File: src/rtl/spi_frame_responder_if.sv
// SPI pins and register-bus signals of the frame responder.
// The responder connects through the slave modport, the SPI master side through the master modport.
interface spi_frame_responder_if #(
    parameter int ADDR_WIDTH = 7,
    parameter int DATA_WIDTH = 8
);
    logic                  sck_i;
    logic                  sdi_i;
    logic                  cs_ni;
    logic                  sdo_o;
    logic                  sdo_oe;
    logic [ADDR_WIDTH-1:0] reg_addr;
    logic [DATA_WIDTH-1:0] reg_wdata;
    logic                  reg_we;
    logic                  reg_re;
    logic [DATA_WIDTH-1:0] reg_rdata;
    logic                  frame_err;

    modport slave (
        input  sck_i, sdi_i, cs_ni, reg_rdata,
        output sdo_o, sdo_oe, reg_addr, reg_wdata,
        output reg_we, reg_re, frame_err
    );

    modport master (
        output sck_i, sdi_i, cs_ni, reg_rdata,
        input  sdo_o, sdo_oe, reg_addr, reg_wdata,
        input  reg_we, reg_re, frame_err
    );
endinterface

File: src/rtl/spi_frame_responder.sv
// SPI mode-0 responder turning {R/W, addr, data} frames into register-bus strobes.
// All SPI pins are oversampled in the clk domain; nothing runs on SCK.
module spi_frame_responder #(
    parameter int ADDR_WIDTH  = 7,
    parameter int DATA_WIDTH  = 8,
    parameter int SYNC_STAGES = 2
) (
    input logic                 clk,
    input logic                 rst_n,
    spi_frame_responder_if.slave bus
);
    localparam int F  = 1 + ADDR_WIDTH + DATA_WIDTH;
    localparam int CW = $clog2(F + 1);
    localparam int RW = (ADDR_WIDTH > DATA_WIDTH - 1) ? ADDR_WIDTH : DATA_WIDTH - 1;
    localparam logic [CW-1:0] C_ADDR = CW'(ADDR_WIDTH);
    localparam logic [CW-1:0] C_LAST = CW'(F - 1);
    localparam logic [CW-1:0] C_MAX  = CW'(F);

    typedef enum logic [1:0] {
        S_IDLE,
        S_ADDR,
        S_DATA,
        S_DONE
    } state_t;

    state_t                r_state;
    state_t                w_state_nxt;
    logic [SYNC_STAGES-1:0] r_sck_s;
    logic [SYNC_STAGES-1:0] r_sdi_s;
    logic [SYNC_STAGES-1:0] r_cs_s;
    logic [SYNC_STAGES-1:0] r_vld;
    logic                  r_sck_p;
    logic                  r_cs_p;
    logic [CW-1:0]         r_cnt;
    logic                  r_extra;
    logic [RW-1:0]         r_rx;
    logic [DATA_WIDTH-1:0] r_tx;
    logic                  r_rw;
    logic [ADDR_WIDTH-1:0] r_addr;
    logic [DATA_WIDTH-1:0] r_wdata;
    logic                  r_we;
    logic                  r_re;
    logic                  r_re_d;
    logic                  r_err;
    logic                  r_sdo;

    logic                  w_sck;
    logic                  w_sdi;
    logic                  w_cs_n;
    logic                  w_rise;
    logic                  w_fall;
    logic                  w_cs_fall;
    logic [RW:0]           w_rx_nxt;
    logic                  w_we;
    logic                  w_re;
    logic                  w_err;
    logic                  w_addr_ld;

    assign w_sck     = r_sck_s[SYNC_STAGES-1];
    assign w_sdi     = r_sdi_s[SYNC_STAGES-1];
    assign w_cs_n    = r_cs_s[SYNC_STAGES-1];
    assign w_rise    = w_sck & ~r_sck_p;
    assign w_fall    = ~w_sck & r_sck_p;
    assign w_cs_fall = r_cs_p & ~w_cs_n;
    assign w_rx_nxt  = {r_rx, w_sdi};

    // Pin synchronizers; r_vld marks when the cs chain holds real samples.
    // The cs chain resets low so a frame already in progress at reset is never picked up.
    always_ff @(posedge clk or negedge rst_n) begin
        if (!rst_n) begin
            r_sck_s <= '0;
            r_sdi_s <= '0;
            r_cs_s  <= '0;
            r_vld   <= '0;
            r_sck_p <= 1'b0;
            r_cs_p  <= 1'b0;
        end else begin
            r_sck_s <= {r_sck_s[SYNC_STAGES-2:0], bus.sck_i};
            r_sdi_s <= {r_sdi_s[SYNC_STAGES-2:0], bus.sdi_i};
            r_cs_s  <= {r_cs_s[SYNC_STAGES-2:0], bus.cs_ni};
            r_vld   <= {r_vld[SYNC_STAGES-2:0], 1'b1};
            r_sck_p <= w_sck;
            r_cs_p  <= w_cs_n;
        end
    end

    // Frame state register.
    always_ff @(posedge clk or negedge rst_n) begin
        if (!rst_n) r_state <= S_IDLE;
        else        r_state <= w_state_nxt;
    end

    // Next state and strobe decisions; cs_n high always wins over SCK edges.
    always_comb begin
        w_state_nxt = r_state;
        w_we        = 1'b0;
        w_re        = 1'b0;
        w_err       = 1'b0;
        w_addr_ld   = 1'b0;
        unique case (r_state)
            S_IDLE: begin
                if (w_cs_fall) w_state_nxt = S_ADDR;
            end
            S_ADDR: begin
                if (w_cs_n) begin
                    w_state_nxt = S_IDLE;
                    w_err       = 1'b1;
                end else if (w_rise && r_cnt == C_ADDR) begin
                    w_addr_ld   = 1'b1;
                    w_re        = w_rx_nxt[ADDR_WIDTH];
                    w_state_nxt = S_DATA;
                end
            end
            S_DATA: begin
                if (w_cs_n) begin
                    w_state_nxt = S_IDLE;
                    w_err       = 1'b1;
                end else if (w_rise && r_cnt == C_LAST) begin
                    w_we        = ~r_rw;
                    w_state_nxt = S_DONE;
                end
            end
            S_DONE: begin
                if (w_cs_n) begin
                    w_state_nxt = S_IDLE;
                    w_err       = r_extra;
                end
            end
            default: w_state_nxt = S_IDLE;
        endcase
    end

    // Bit counter and detection of SCK edges beyond a complete frame.
    always_ff @(posedge clk or negedge rst_n) begin
        if (!rst_n) begin
            r_cnt   <= '0;
            r_extra <= 1'b0;
        end else begin
            if (w_cs_n)                      r_cnt <= '0;
            else if (w_rise && r_cnt != C_MAX) r_cnt <= r_cnt + 1'b1;
            if (r_state == S_IDLE)            r_extra <= 1'b0;
            else if (r_state == S_DONE && w_rise) r_extra <= 1'b1;
        end
    end

    // Receive/transmit shifting, address/data capture and registered strobes.
    always_ff @(posedge clk or negedge rst_n) begin
        if (!rst_n) begin
            r_rx    <= '0;
            r_tx    <= '0;
            r_rw    <= 1'b0;
            r_addr  <= '0;
            r_wdata <= '0;
            r_we    <= 1'b0;
            r_re    <= 1'b0;
            r_re_d  <= 1'b0;
            r_err   <= 1'b0;
            r_sdo   <= 1'b0;
        end else begin
            r_we   <= w_we;
            r_re   <= w_re;
            r_err  <= w_err;
            r_re_d <= r_re;
            if (w_rise && (r_state == S_ADDR || r_state == S_DATA))
                r_rx <= w_rx_nxt[RW-1:0];
            if (w_addr_ld) begin
                r_addr <= w_rx_nxt[ADDR_WIDTH-1:0];
                r_rw   <= w_rx_nxt[ADDR_WIDTH];
            end
            if (w_we) r_wdata <= w_rx_nxt[DATA_WIDTH-1:0];
            if (r_re_d)
                r_tx <= bus.reg_rdata;
            else if (r_state == S_DATA && w_fall)
                r_tx <= {r_tx[DATA_WIDTH-2:0], 1'b0};
            if (r_state != S_DATA) r_sdo <= 1'b0;
            else if (w_fall)       r_sdo <= r_rw & r_tx[DATA_WIDTH-1];
        end
    end

    assign bus.sdo_o     = r_sdo;
    assign bus.sdo_oe    = ~w_cs_n & r_vld[SYNC_STAGES-1];
    assign bus.reg_addr  = r_addr;
    assign bus.reg_wdata = r_wdata;
    assign bus.reg_we    = r_we;
    assign bus.reg_re    = r_re;
    assign bus.frame_err = r_err;
endmodule

File: src/flat_wrapper.sv
// flat-port wrapper written by rule: the top's interface ports become plain ports
module spi_frame_responder_flat 
#(
    parameter int ADDR_WIDTH  = 7,
    parameter int DATA_WIDTH  = 8,
    parameter int SYNC_STAGES = 2
)
  (clk, rst_n, bus_sck_i, bus_sdi_i, bus_cs_ni, bus_reg_rdata, bus_sdo_o, bus_sdo_oe, bus_reg_addr, bus_reg_wdata, bus_reg_we, bus_reg_re, bus_frame_err);
  spi_frame_responder_if #(.ADDR_WIDTH(ADDR_WIDTH), .DATA_WIDTH(DATA_WIDTH)) bus_i ();
  input logic clk;
  input logic rst_n;
  input wire logic [$bits(bus_i.sck_i)-1:0] bus_sck_i;
  input wire logic [$bits(bus_i.sdi_i)-1:0] bus_sdi_i;
  input wire logic [$bits(bus_i.cs_ni)-1:0] bus_cs_ni;
  input wire logic [$bits(bus_i.reg_rdata)-1:0] bus_reg_rdata;
  output wire logic [$bits(bus_i.sdo_o)-1:0] bus_sdo_o;
  output wire logic [$bits(bus_i.sdo_oe)-1:0] bus_sdo_oe;
  output wire logic [$bits(bus_i.reg_addr)-1:0] bus_reg_addr;
  output wire logic [$bits(bus_i.reg_wdata)-1:0] bus_reg_wdata;
  output wire logic [$bits(bus_i.reg_we)-1:0] bus_reg_we;
  output wire logic [$bits(bus_i.reg_re)-1:0] bus_reg_re;
  output wire logic [$bits(bus_i.frame_err)-1:0] bus_frame_err;
  assign bus_i.sck_i = bus_sck_i;
  assign bus_i.sdi_i = bus_sdi_i;
  assign bus_i.cs_ni = bus_cs_ni;
  assign bus_i.reg_rdata = bus_reg_rdata;
  assign bus_sdo_o = bus_i.sdo_o;
  assign bus_sdo_oe = bus_i.sdo_oe;
  assign bus_reg_addr = bus_i.reg_addr;
  assign bus_reg_wdata = bus_i.reg_wdata;
  assign bus_reg_we = bus_i.reg_we;
  assign bus_reg_re = bus_i.reg_re;
  assign bus_frame_err = bus_i.frame_err;
  spi_frame_responder #(.ADDR_WIDTH(ADDR_WIDTH), .DATA_WIDTH(DATA_WIDTH), .SYNC_STAGES(SYNC_STAGES)) u_core (.clk(clk), .rst_n(rst_n), .bus(bus_i));
endmodule
File: config.mk
export PLATFORM = sky130hd
export DESIGN_NAME = spi_frame_responder_flat
export DESIGN_NICKNAME = d
export VERILOG_FILES = /design/src/rtl/spi_frame_responder_if.sv /design/src/rtl/spi_frame_responder.sv /design/src/flat_wrapper.sv
export SDC_FILE = /design/constraint.sdc
export NUM_CORES = 1
export LEC_CHECK = 0
export ABC_CLOCK_PERIOD_IN_PS = 5700
export CORE_UTILIZATION = 47
export DETAILED_ROUTE_END_ITERATION = 6
export PLACE_DENSITY = 0.81
export SLEW_MARGIN = 10
export SYNTH_ARGS = -nofsm -noshare
export SYNTH_HDL_FRONTEND = slang
export SYNTH_SLANG_ARGS = --single-unit
export TNS_END_PERCENT = 10
File: constraint.sdc
create_clock -name clk -period 5.7 [get_ports clk]
set_input_delay 0.57 -clock clk [delete_from_list [all_inputs] [get_ports clk]]
set_output_delay 0.57 -clock clk [all_outputs]
set_load 0.02 [all_outputs]
Word-level counts from Yosys, hierarchy flattened
Cells that the tools add are included.

Bits in registers: 54. Bits in latches: 0. Memory bits (writable): 0. Memory bits (read-only): 0. Input bits: 13. Output and inout port bits: 20. Memories: 0.

Add/sub/neg operators: 1. $mul: 0. Divide/modulo/power cells: 0. Order comparisons: 0. Eq/ne operators: 11. Shift operators: 0. Muxes and demuxes: 27. Bitwise logic cells: 9. Reductions and logical operators: 14.

Operators by type and width (number): 8-bit 2-to-1 mux (2); 1-bit 2-to-1 mux (15); 2-bit 2-to-1 mux (6); 5-bit 2-to-1 mux (2); 2-bit one-hot mux with 4 select lines (1); 2-bit nonzero test (4); 1-bit logical AND (6); 3-bit by 1-bit inequality test with 1-bit output (second input constant) (2); 5-bit by 1-bit adder with 5-bit output (second input constant) (1); 1-bit AND (5); 5-bit by 3-bit == test with 1-bit output (second input constant) (1); 5-bit by 4-bit == test with 1-bit output (second input constant) (1); 5-bit inequality test (second input constant) (1); 2-bit == test (second input constant) (2); 2-bit by 1-bit inequality test with 1-bit output (second input constant) (2); 1-bit NOT (4); 4-bit AND reduction (1); 2-bit by 1-bit == test with 1-bit output (second input constant) (1); 2-bit logical NOT (1); 2-bit inequality test (second input constant) (1); 1-bit one-hot mux with 2 select lines (1); 2-bit OR reduction (1); 1-bit logical OR (1).

Longest topological paths before layout
Depth after elaboration: 6. Depth in mapped cells: 8.

Least setup slack after synthesis
No wires, ideal clock.

Kind: reg-to-reg. Start point: reg u_core.r_cnt[0]. End point: reg u_core.r_wdata[0] (netlist: u_core.bus.reg_wdata[0]). Setup time: 125 ps. Arrival time: 1736 ps. Required time: 5575 ps. Setup slack: 3839 ps. Cell stages (with the launch flop): 8. Path buffers: 1. Cells stage by stage: dfrtp_1 ha_1 and3_1 ha_1 nand3b_1 or3b_1 buf_6 mux2_4.

Word-level cells in the longest chain between the ends: 5.

Ends and longest elaborated chain: start: declaration (line spi_frame_responder.sv:34) `logic [CW-1:0] r_cnt;`; start signal: assignment (line spi_frame_responder.sv:140) `else if (w_rise && r_cnt != C_MAX) r_cnt <= r_cnt + 1'b1;`; 5-bit by 4-bit == test with 1-bit output (line spi_frame_responder.sv:118) `end else if (w_rise && r_cnt == C_LAST) begin`; 1-bit logical AND (line spi_frame_responder.sv:118); 1-bit 2-to-1 mux (line spi_frame_responder.sv:118); 1-bit 2-to-1 mux (line spi_frame_responder.sv:115) `if (w_cs_n) begin`; 1-bit 2-to-1 mux (line spi_frame_responder.sv:100) `unique case (r_state)`; end signal: assignment (line spi_frame_responder.sv:170) `if (w_we) r_wdata <= w_rx_nxt[DATA_WIDTH-1:0];`; end: declaration (line spi_frame_responder.sv:40) `logic [DATA_WIDTH-1:0] r_wdata;`.

No other way between the ends. A chain may end at the register's enable or synchronous reset.

Worst setup path after layout
Start point: reg u_core.r_cs_s[1]. End point: out bus_sdo_oe.

Word-level cells in the longest chain between the ends: 2.

Ends and longest elaborated chain: start: declaration (line spi_frame_responder.sv:30) `logic [SYNC_STAGES-1:0] r_cs_s;`; start signal: assignment (line spi_frame_responder.sv:80) `r_cs_s <= {r_cs_s[SYNC_STAGES-2:0], bus.cs_ni};`; 1-bit NOT (line spi_frame_responder.sv:181) `assign bus.sdo_oe = ~w_cs_n & r_vld[SYNC_STAGES-1];`; 1-bit AND (line spi_frame_responder.sv:181); end: declaration (line flat_wrapper.sv:17) `output wire logic [$bits(bus_i.sdo_oe)-1:0] bus_sdo_oe;`.

No other way between the ends.

==> metrics.md <==
| Metric | Value |
|---|---|
| Status | `complete, but fails checks` |
| Failing checks | `design-rule violations` |
| Reg2reg end | `u_core.bus.reg_wdata[1]$_DFFE_PN0P_` |
| Biggest cell delay along the critical path | `0.59 ns` |
| Most common cell after layout, fill and taps aside | `dfrtp_1` |
| Setup bufs post-CTS | `0` |
| Sequential cell area | `1350 um2` |
| Fill cells | `376` |
| Router iterations before antenna repair | `7` |
| Syn Inst Count | `167` |
| Die height | `70.7 um` |
| Vias | `1300` |
| Hold-fix buffers, CTS | `0` |
| R2R depth | `6` |
| Initial antenna violation count | `0` |
| Drt wl/cell | `13.3 um` |
| Total Routing Usage GR | `15.5%` |
| RSZ-0062 raised after global routing | `no` |
| FF+latch count, synth | `54` |
| # rows | `24` |
| CTS clk-pin slew, worst paths | `0.09 ns` |
| Slew Limit Fails | `0` |
| Hold Violations, Final | `0` |
| CP max stage cell | `clkdlybuf4s50_1` |
| Fin crit period | `2.22 ns` |
| Starting Density | `49.9%` |
| Post-synth top area share | `60.9%` |
| Inserted Diodes | `0` |
| DP HPWL | `2.32 mm` |
| Measured slew at the worst slew-check pin | `0.637 ns` |
| Crit path max fanout | `11` |
| WP buf/inv | `1` |
| Die footprint | `5000 um2` |
| Die width | `70.7 um` |
| Most frequent cells in the layout | `dfrtp_1, clkdlybuf4s50_1, nand2_1, mux2_2, o21ai_0` |
| Syn-to-layout area delta | `21.8%` |
| Pwr Density | `320 nW/um2` |
| H-tree depth | `2` |
| DRT iter0 DRCs | `40` |
| Vias in the first global route | `1324` |
| WL final | `3.41 mm` |
| Slew headroom | `57.6%` |
| Core Region | `4440 um2` |
| Skew final | `0.0100 ns` |
| Worst-path cell chain | `and2b_1 > clkdlybuf4s50_1` |
| Gr ovfl total | `0` |
| CP Capture Type | `output pin` |
| Vias per cell | `5.06` |
| Hold-critical path endpoint | `u_core.r_vld[1]$_DFF_PN0_` |
| Mapped Avg Cell Area | `13.3 um2` |
| FF-to-FF Start | `u_core.r_cnt[0]$_DFFE_PN0P_` |
| Synthesis Warnings | `0` |
| # setup viols final | `0` |
| Crit start category | `flip-flop` |
| Worst EP arrival | `1.65 ns` |
| Min-delay src | `u_core.r_vld[0]$_DFF_PN0_` |
| Sink Count | `54` |
| Tcrit/Tclk final | `38.9%` |
| Final GP Congestion | `0.790` |
| Lkg Pwr | `0.00127 uW` |
| Multi-input gate area | `812 um2` |
| Worst-Skew Late Latency | `0.30 ns` |
| TritonCTS clock tree | `done` |
| Ports | `33` |
| Final #Nets | `225` |
| Post-CTS Resized | `0` |
| MaxCap Viol Count | `0` |
| Hold path cells | `0` |
| Reg2Reg Setup Slack | `3.56 ns` |
| CTS Buf Count | `5` |
| Largest net degree at the start of global routing | `55` |
| Post-route setup TNS | `0 ns` |
| Worst min path class | `flip-flop to flip-flop` |
| Fmax | `450 MHz` |
| Cell family with most CP delay | `buffers and inverters` |
| Clk root buf | `clkbuf_8` |
| Fin util | `60.8%` |
| Unique masters post-synth | `31` |
| Maximum vdd drop | `0.205 mV` |
| Yosys top cell by area | `dfrtp_1` |
| Final ANT Viol Nets | `0` |
| Post-synthesis sequential area ratio | `60.9%` |
| CP required | `5.13 ns` |
| Largest buffer count on any clock path | `2` |
| PortBufs | `32` |
| Crit path kind | `flip-flop to output pin` |
| Share of cells above drive strength 1 | `17.1%` |
| Synthesized net count | `188` |
| Largest cells by area after synthesis | `dfrtp_1, mux2_2, mux2_4` |
| DRC Markers | `7` |
| First-pass GRT wire length | `6.01 mm` |
| Mapped Area | `2220 um2` |
[sequential cells by signal, summed over array words and instances (netlist names), 2 cells and up]
register	count
u_core.r_cs_s	2
u_core.bus.reg_addr	7
u_core.bus.reg_wdata	8
u_core.r_state	2
u_core.r_vld	2
u_core.r_sdi_s	2
u_core.r_cnt	5
u_core.r_sck_s	2
u_core.r_tx	8
u_core.r_rx	7
[layer usage]
metal,track usage (%),share of wire (%)
met1,21.6,47
met2,24.4,47
met3,3.56,4.8
met4,5.33,1.4
met5,0,0
[stage by stage]
stage | setup slack (ns) | area [um2] | hold WS [ns] | power (uW) | cells
2_1_floorplan | 3.84 | 2220 | 0.274 | 562 | 167
5_1_grt | 3.39 | 2700 | 0.368 | 915 | 257
3_5_place_dp | 3.58 | 2580 | 0.336 | 610 | 249
3_3_place_gp | 3.63 | 2580 | 0.332 | 605 | 249
4_1_cts | 3.46 | 2700 | 0.357 | 875 | 257
6_report | 3.48 | 2700 | 0.354 | 865 | 257
[cell usage after synthesis, drive strengths merged]
master / number
a21oi: 3
or3b: 1
nor3: 1
nand3: 2
nand4: 1
nor2b: 3
nand3b: 2
a211oi: 1
buf: 3
a222oi: 1
dfrtp: 54
nand2b: 3
nor4: 1
a31oi: 1
and2b: 1
ha: 8
nand2: 16
nor2: 9
conb: 1
xor2: 1
mux2: 22
a21boi: 1
and3: 1
o21ai: 11
inv: 8
xnor2: 1
mux2i: 10
[cells by family after synthesis]
| family | Yosys count | share of synthesized area [%] |
|---|---|---|
| buf+inv | 11 | 2.54 |
| fa+ha+maj | 8 | 4.51 |
| other cells | 1 | 0.169 |
| flops | 54 | 60.9 |
| simple gates | 41 | 9.70 |
| mux | 32 | 16.9 |
| compound gates | 18 | 4.57 |
| xor+xnor | 2 | 0.789 |
[how the worst max path moves through the flow]
stage	start	endpoint	slack (ns)	cells after the start
global route	u_core.r_cs_s[1]$_DFF_PN0_	bus_sdo_oe	3.39	2
CTS	u_core.r_cs_s[1]$_DFF_PN0_	bus_sdo_oe	3.46	2
global placement	u_core.r_cnt[0]$_DFFE_PN0P_	u_core.bus.reg_wdata[3]$_DFFE_PN0P_	3.63	6
floorplan	u_core.r_cnt[0]$_DFFE_PN0P_	u_core.bus.reg_wdata[0]$_DFFE_PN0P_	3.84	7
detailed placement	u_core.r_cnt[0]$_DFFE_PN0P_	u_core.bus.reg_wdata[3]$_DFFE_PN0P_	3.58	6
finish	u_core.r_cs_s[1]$_DFF_PN0_	bus_sdo_oe	3.48	2
[cell type report]
class	instances	area share (%)
multi-input cells	102	30.0
flip-flops and latches	54	50.0
clock inverters	2	1.44
inverters	8	1.11
well taps	52	2.41
clock buffers	6	3.06
repair buffers	33	11.9
[where the power goes]
part	total (uW)	switching (uW)	internal (uW)
logic	139	67.9	71.5
registers	463	35.0	428
clock network	262	118	144
(Power assumes the default switching activity.)
